===== src/rtl/rv_pkg.sv =====
// rtl/rv_pkg.sv - shared RV32 core types and sizes
package rv_pkg;

    localparam int XLEN       = 32;
    localparam int NB_OF_REGS = 32;
    localparam int REG_ADDR_W = $clog2(NB_OF_REGS);

    typedef logic [XLEN-1:0]       xlen_t;
    typedef logic [REG_ADDR_W-1:0] reg_addr_t;

endpackage


===== src/rtl/regfile_rd_port.sv =====
// rtl/regfile_rd_port.sv - one combinational read port with x0/en gating
// Optional write-through forwarding under REGFILE_BYPASS_EN.
module regfile_rd_port
    import rv_pkg::*;
#(
    parameter int DATA_WIDTH = XLEN,
    parameter int NB_REGS    = rv_pkg::NB_OF_REGS,
    parameter int ADDR_W     = $clog2(NB_REGS)
) (
    input  logic                                rstn,
    input  logic                                en,
    input  logic [ADDR_W-1:0]                   rd_addr,
    input  logic [NB_REGS-1:0][DATA_WIDTH-1:0]  mem,
    input  logic [NB_REGS-1:0]                  busy,
`ifdef REGFILE_BYPASS_EN
    input  logic                                we,
    input  logic [ADDR_W-1:0]                   wa,
    input  logic [DATA_WIDTH-1:0]               wd,
`endif
    output logic [DATA_WIDTH-1:0]               rd_data,
    output logic                                rd_busy
);

    always_comb begin
        rd_data = '0;
        rd_busy = 1'b0;
        if (rstn && en && (rd_addr != '0)) begin
            rd_data = mem[rd_addr];
            rd_busy = busy[rd_addr];
`ifdef REGFILE_BYPASS_EN
            // The value being written back supersedes both stored data and busy.
            if (we && (wa != '0) && (wa == rd_addr)) begin
                rd_data = wd;
                rd_busy = 1'b0;
            end
`endif
        end
    end

endmodule


===== src/rtl/regfile_sb.sv =====
// rtl/regfile_sb.sv - RV32 integer register file with pending-write scoreboard
// Optional write-through forwarding on reads under REGFILE_BYPASS_EN.
module regfile_sb
    import rv_pkg::*;
#(
    parameter int DATA_WIDTH  = XLEN,
    parameter int NB_OF_REGS  = rv_pkg::NB_OF_REGS,
    parameter int ADDR_W      = $clog2(NB_OF_REGS),
    parameter int NB_RD_PORTS = 2
) (
    input  logic                              clk,
    input  logic                              rstn,
    input  logic                              en,
    input  logic [NB_RD_PORTS*ADDR_W-1:0]     rd_addr,
    output logic [NB_RD_PORTS*DATA_WIDTH-1:0] rd_data,
    output logic [NB_RD_PORTS-1:0]            rd_busy,
    input  logic                              we,
    input  logic [ADDR_W-1:0]                 wa,
    input  logic [DATA_WIDTH-1:0]             wd,
    input  logic                              claim,
    input  logic [ADDR_W-1:0]                 claim_addr,
    input  logic                              flush,
    output logic [NB_OF_REGS-1:0]             busy_vec
);

    logic [NB_OF_REGS-1:0][DATA_WIDTH-1:0] mem_q, mem_d;
    logic [NB_OF_REGS-1:0]                 busy_q, busy_d;

    logic do_write, do_claim, do_flush;

    assign do_write = en && we && (wa != '0);
    assign do_claim = en && claim && (claim_addr != '0);
    assign do_flush = en && flush;

    // Ordering matters: a claim beats the release from a write, flush beats both.
    always_comb begin
        mem_d  = mem_q;
        busy_d = busy_q;
        if (do_write) begin
            mem_d[wa]  = wd;
            busy_d[wa] = 1'b0;
        end
        if (do_claim) begin
            busy_d[claim_addr] = 1'b1;
        end
        if (do_flush) begin
            busy_d = '0;
        end
        busy_d[0] = 1'b0;
    end

    always_ff @(posedge clk or negedge rstn) begin
        if (!rstn) begin
            mem_q  <= '0;
            busy_q <= '0;
        end else begin
            mem_q  <= mem_d;
            busy_q <= busy_d;
        end
    end

    assign busy_vec = busy_q;

    for (genvar p = 0; p < NB_RD_PORTS; p++) begin : g_rd_port
        regfile_rd_port #(
            .DATA_WIDTH (DATA_WIDTH),
            .NB_REGS    (NB_OF_REGS),
            .ADDR_W     (ADDR_W)
        ) u_rd_port (
            .rstn    (rstn),
            .en      (en),
            .rd_addr (rd_addr[p*ADDR_W +: ADDR_W]),
            .mem     (mem_q),
            .busy    (busy_q),
`ifdef REGFILE_BYPASS_EN
            .we      (we),
            .wa      (wa),
            .wd      (wd),
`endif
            .rd_data (rd_data[p*DATA_WIDTH +: DATA_WIDTH]),
            .rd_busy (rd_busy[p])
        );
    end

endmodule

===== config.mk =====
export PLATFORM = sky130hd
export DESIGN_NAME = regfile_sb
export DESIGN_NICKNAME = d
export VERILOG_FILES = /design/src/rtl/rv_pkg.sv /design/src/rtl/regfile_rd_port.sv /design/src/rtl/regfile_sb.sv
export SDC_FILE = /design/constraint.sdc
export NUM_CORES = 2
export LEC_CHECK = 0
export CORE_MARGIN = 8
export CORE_UTILIZATION = 55
export CTS_BUF_LIST = sky130_fd_sc_hd__clkbuf_8
export CTS_CLUSTER_DIAMETER = 50
export CTS_CLUSTER_SIZE = 16
export DETAILED_ROUTE_END_ITERATION = 8
export GPL_TIMING_DRIVEN = 0
export PLACE_DENSITY = 0.8
export SLEW_MARGIN = 20
export SYNTH_ARGS = -nofsm -noshare
export SYNTH_HDL_FRONTEND = slang
export SYNTH_SLANG_ARGS = --single-unit

===== constraint.sdc =====
create_clock -name clk -period 6.9 [get_ports clk]
set_input_delay 1.38 -clock clk [delete_from_list [all_inputs] [get_ports clk]]
set_output_delay 1.38 -clock clk [all_outputs]
set_load 0.02 [all_outputs]

After elaboration in Yosys (flattened, before gate mapping):

Index checks and enable logic that the tools add are counted.

* $lt $le $gt $ge: 6
* multiplexer cells: 22
* bitwise operators: 3
* reduce and logical (&&, ||, !) cells: 14

Operators with widths (count)
* bitwise mux 1024 bit: 1
* binary-select mux 32 bit (select 5 bit): 2
* 2-to-1 mux 32 bit: 8
* demux 32 bit (select 5 bit): 1
* bitwise AND 32 bit: 1
* NOT 32 bit: 1
* OR 32 bit: 1
* < comparator 5 x 6 -> 1 bit, second input constant: 4
* nonzero test 5 bit: 4
* binary-select mux 1 bit (select 5 bit): 2
* demux 1 bit (select 5 bit): 2
* greater-or-equal comparator 5 x 1 -> 1 bit, second input constant: 2
* logical AND 1 bit: 10
* 2-to-1 mux 1 bit: 6

* flip-flop bits (word level): 1055
* output and inout bits: 98
* word-level logic and storage cells: 78

Longest topological paths before layout:

* depth in word-level cells: 10
* depth in mapped cells: 8
* gate-level depth less buffers: 4

By module:

A second synthesis with hierarchy kept.

* cell total of the unflattened synthesis: 4108
* area, all modules: 57569.0 sq um

By module, submodules not included
* regfile_sb: instances 1, cells an instance 2398, area each 39506.6 sq um, seq. area each 26400.3 sq um
* regfile_rd_port: instances 2, cells an instance 855, area each 9031.2 sq um, seq. area each 0.0 sq um

Least setup slack after synthesis:

OpenSTA, ideal clock, no wires.

* path type: input to output
* start point: in rd_addr[0]
* end point: out rd_data[10]
* arrival: 2.921 ns
* required time: 5.520 ns
* setup slack: 2.599 ns
* cell stages on the path: 6
* path buffers: 2
* cells stage by stage: buf_4 buf_2 mux4_2 a22o_1 a21oi_1 o2111ai_1

* longest elaborated chain between the ends: 3

RTL lines
* from (decl): line regfile_sb.sv:14 `input logic [NB_RD_PORTS*ADDR_W-1:0] rd_addr,`
* binary-select mux 32 bit (select 5 bit) or nonzero test 5 bit (tied branches): line regfile_rd_port.sv:28, regfile_rd_port.sv:27
* 2-to-1 mux 32 bit (not written as such) or logical AND 1 bit (tied branches): line regfile_rd_port.sv:28, regfile_rd_port.sv:27
* 2-to-1 mux 32 bit *: line regfile_rd_port.sv:27 `if (rstn && en && (rd_addr != '0)) begin`
* to (decl): line regfile_sb.sv:15 `output logic [NB_RD_PORTS*DATA_WIDTH-1:0] rd_data,`

Every way passes the cells marked *; elsewhere a longest branch is shown, timed or not. The select of a mux whose other input is x is not followed.

Worst setup path after layout:

* start point: in rd_addr[5]
* end point: out rd_data[50]

Same word-level chain as after synthesis.

==> out/results.ini <==
[power_and_ir_drop]
total_power_w=0.0151
cellLeakagePower_nw=28.5
power_frac_comb_pct=18.3
p_clk_share_pct=31.3
p_seq_share_pct=50.4
switching_share_pct=30.5
p_sw_w=0.00459
ir_worst_vdd_uv=177
power_density_nw_per_um2=240
intPower_w=0.0105

[sta]
finalHoldViolations=0
fin_crit_sh_pct=99.9
slew_headroom_pct=10.7
min_period_ns=6.89
tns_ns=0
setup_ws_ns=0.00586
setup_viol=0
worst_pin_slew_ns=1.34
maxSlewViolCount=0
fmax_mhz=145
fin_skew_ns=0

[detailed_routing]
drt_pass1_iterations=7
via_per_inst=7.20
via_count=42400
post-route-drc-count=0
drt-total-wl_um=209000
wl_per_cell_um=35.5
ant_nets=0
drtIter0Drc=5922

[logic_synthesis]
synthTopCellsByArea=dfrtp_1 47%, mux2_2 18%, mux4_2 11%
synth.top_cell.area_share_pct=46.6
synth_area_um2=56700
avgSynthCellArea_um2=13.7
synth.distinct_cells=53
ys_ff_latch=1055
netlist_instances=4150
synth-edff-count=0
ys.flop_type=dfrtp_1
synth_top_cell_by_area=dfrtp_1
syn-num-nets=4208
seq_area_frac_synth_pct=46.6
ys.warnings.count=0
async_flop_share_pct=100

[grt]
gr-total-overflow=0
grt_pass1_wl_um=300000
grt_max_degree=153
antenna_found_initial=12
track_usage_pct=36.2
grt_pass1_vias=43200

[die]
rows=117
fp.dieH_um=337
fp.dieArea_um2=114000
start_util_pct=55.6
core-area_um2=102000
die_x_um=337
ios=156

[placed_design]
io_buffer_count=145
place_area_um2=60100
dp_hpwl_um=143000
gp_congestion=0.997
place_ws_ns=-0.882

[final_layout]
syn2layout_area_growth_pct=10.7
final_net_count=4476
design_area_um2=62800
utilization_pct=61.5
drive_gt1_share_pct=37.3

[flow_run]
max-cap-violations=0

[clocking]
cts_tree=built
clock_path_buffers=3
numCtsBuffers=107
cts.sinks=1055
insertion_delay_ns=0.79
h-tree-depth=3
hold_buffers=0
cts-root-buf=clkbuf_8
clk_pin_slew_worst_paths_ns=0.08

[worst_setup_path]
cp_data_arrival_time_ns=5.51
worstSetupPathType=primary input to output pin
reg2regPathDepth=2
end_kind=output pin
worstPathRequired_ns=5.52
r2r_slack_ns=5.84
regToRegStartpoint=busy_vec[28]
crit_fanout=10
r2r_end=busy_vec[28]
cp-start-kind=primary input

[hold_path]
hp-class=primary input to asynchronous set/reset pin

[status]
status=finished, final reports clean

[cell usage after synthesis (3+ instances only)]
cell type,instances
nor3_4,7
nor3_1,4
mux4_2,267
nor2_1,21
a22o_1,64
buf_4,44
dfrtp_1,1055
inv_1,5
nor2b_1,16
nor3_2,9
nand3b_1,4
nand2b_1,23
mux2_1,79
a21oi_1,86
buf_6,19
and3_1,3
mux2i_1,519
nand3_1,132
a2bb2oi_1,3
mux2_2,919
and2_1,6
nor3b_1,5
buf_1,6
buf_2,165
nand2_1,96
clkbuf_1,234
o2111ai_1,64
a22oi_1,264
[worst max-delay path, cell delays in order]
cell,delay [ns]
clkdlybuf4s50_1,0.58
buf_4,0.25
nor2b_1,0.15
clkbuf_1,0.48
clkbuf_1,0.98
a22o_1,0.29
a21oi_1,0.05
o2111ai_1,0.57
clkdlybuf4s50_1,0.74
[power by group through the flow]
stage	clock (W)	sequential, W	combinational [W]
6_report	0.00472	0.00759	0.00276
5_1_grt	0.00494	0.00767	0.00290
4_1_cts	0.00470	0.00755	0.00270
3_5_place_dp	0	0.00767	0.00269
3_3_place_gp	0	0.00766	0.00258
2_1_floorplan	0	0.00746	0.00191
[kinds of logic after synthesis]
kind of cell | share of synthesized area, %
multiplexers | 39.6
flip-flops | 46.6
AO/OA/AOI/OAI | 6.41
buffers and inverters | 4.05
AND/OR/NAND/NOR | 3.37
other | 0.00662
[through the flow]
step,hold WS (ns),cells
6_report,0.461,5885
5_1_grt,0.500,5882
4_1_cts,0.468,5873
3_5_place_dp,0.462,5671
3_3_place_gp,0.452,5663
2_1_floorplan,0.441,4150
[worst max-delay path by stage]
stage / start / to / slack, ns / cells after the start
5_1_grt: rstn / rd_data[50] / -0.01 / 10
2_1_floorplan: rd_addr[0] / rd_data[10] / 2.60 / 6
6_report: rd_addr[5] / rd_data[50] / 0.006 / 9
4_1_cts: rstn / rd_data[50] / -0.04 / 10
3_5_place_dp: rstn / rd_data[50] / -0.88 / 9
3_3_place_gp: rstn / rd_data[18] / -48.38 / 7
[per-layer routing]
metal,global-route usage [%],vias to the layer above,part of all wire (%)
li1,-,16300,-
met1,44.5,21700,36
met2,52.9,3314,43
met3,14.2,994,13
met4,24.0,12,8.1
met5,0.723,-,0.080
[placed cells by master (no fill, tap or decap), types with 118 or more instances in the layout]
| cell | count |
|---|---|
| buf_2 | 165 |
| mux2_2 | 919 |
| clkbuf_8 | 118 |
| mux2i_1 | 519 |
| a22oi_1 | 264 |
| dfrtp_1 | 1055 |
| clkbuf_1 | 211 |
| nand3_1 | 132 |
| mux4_2 | 267 |
| clkdlybuf4s50_1 | 144 |
[final cells by class]
| type | count | area (µm²) |
|---|---|---|
| Antenna cell | 8 | 20.0 |
| Inverter | 5 | 18.8 |
| Buffer | 469 | 2310 |
| Clock buffer | 118 | 1620 |
| Sequential cell | 1055 | 26400 |
| Multi-Input combinational cell | 2621 | 28000 |
| Clock inverter | 82 | 910 |
| Fill cell | 7781 | 39300 |
| Timing Repair Buffer | 159 | 1740 |
| Tap cell | 1368 | 1710 |
[flip-flops by register name, summed over array words and instances, names as in the netlist]
| signal | flops |
|---|---|
| busy_vec | 31 |
| mem_q | 1024 |
[what timing repair did]
| action | CTS | global route |
|---|---|---|
| endpoints found under the setup margin | 44 | 33 |
| buffers inserted | 2 | 3 |
| resized for setup | 10 | 7 |
| endpoints found under the hold margin | 0 | 0 |
| pin swaps | 1 | 1 |
(Power assumes the default switching activity.)
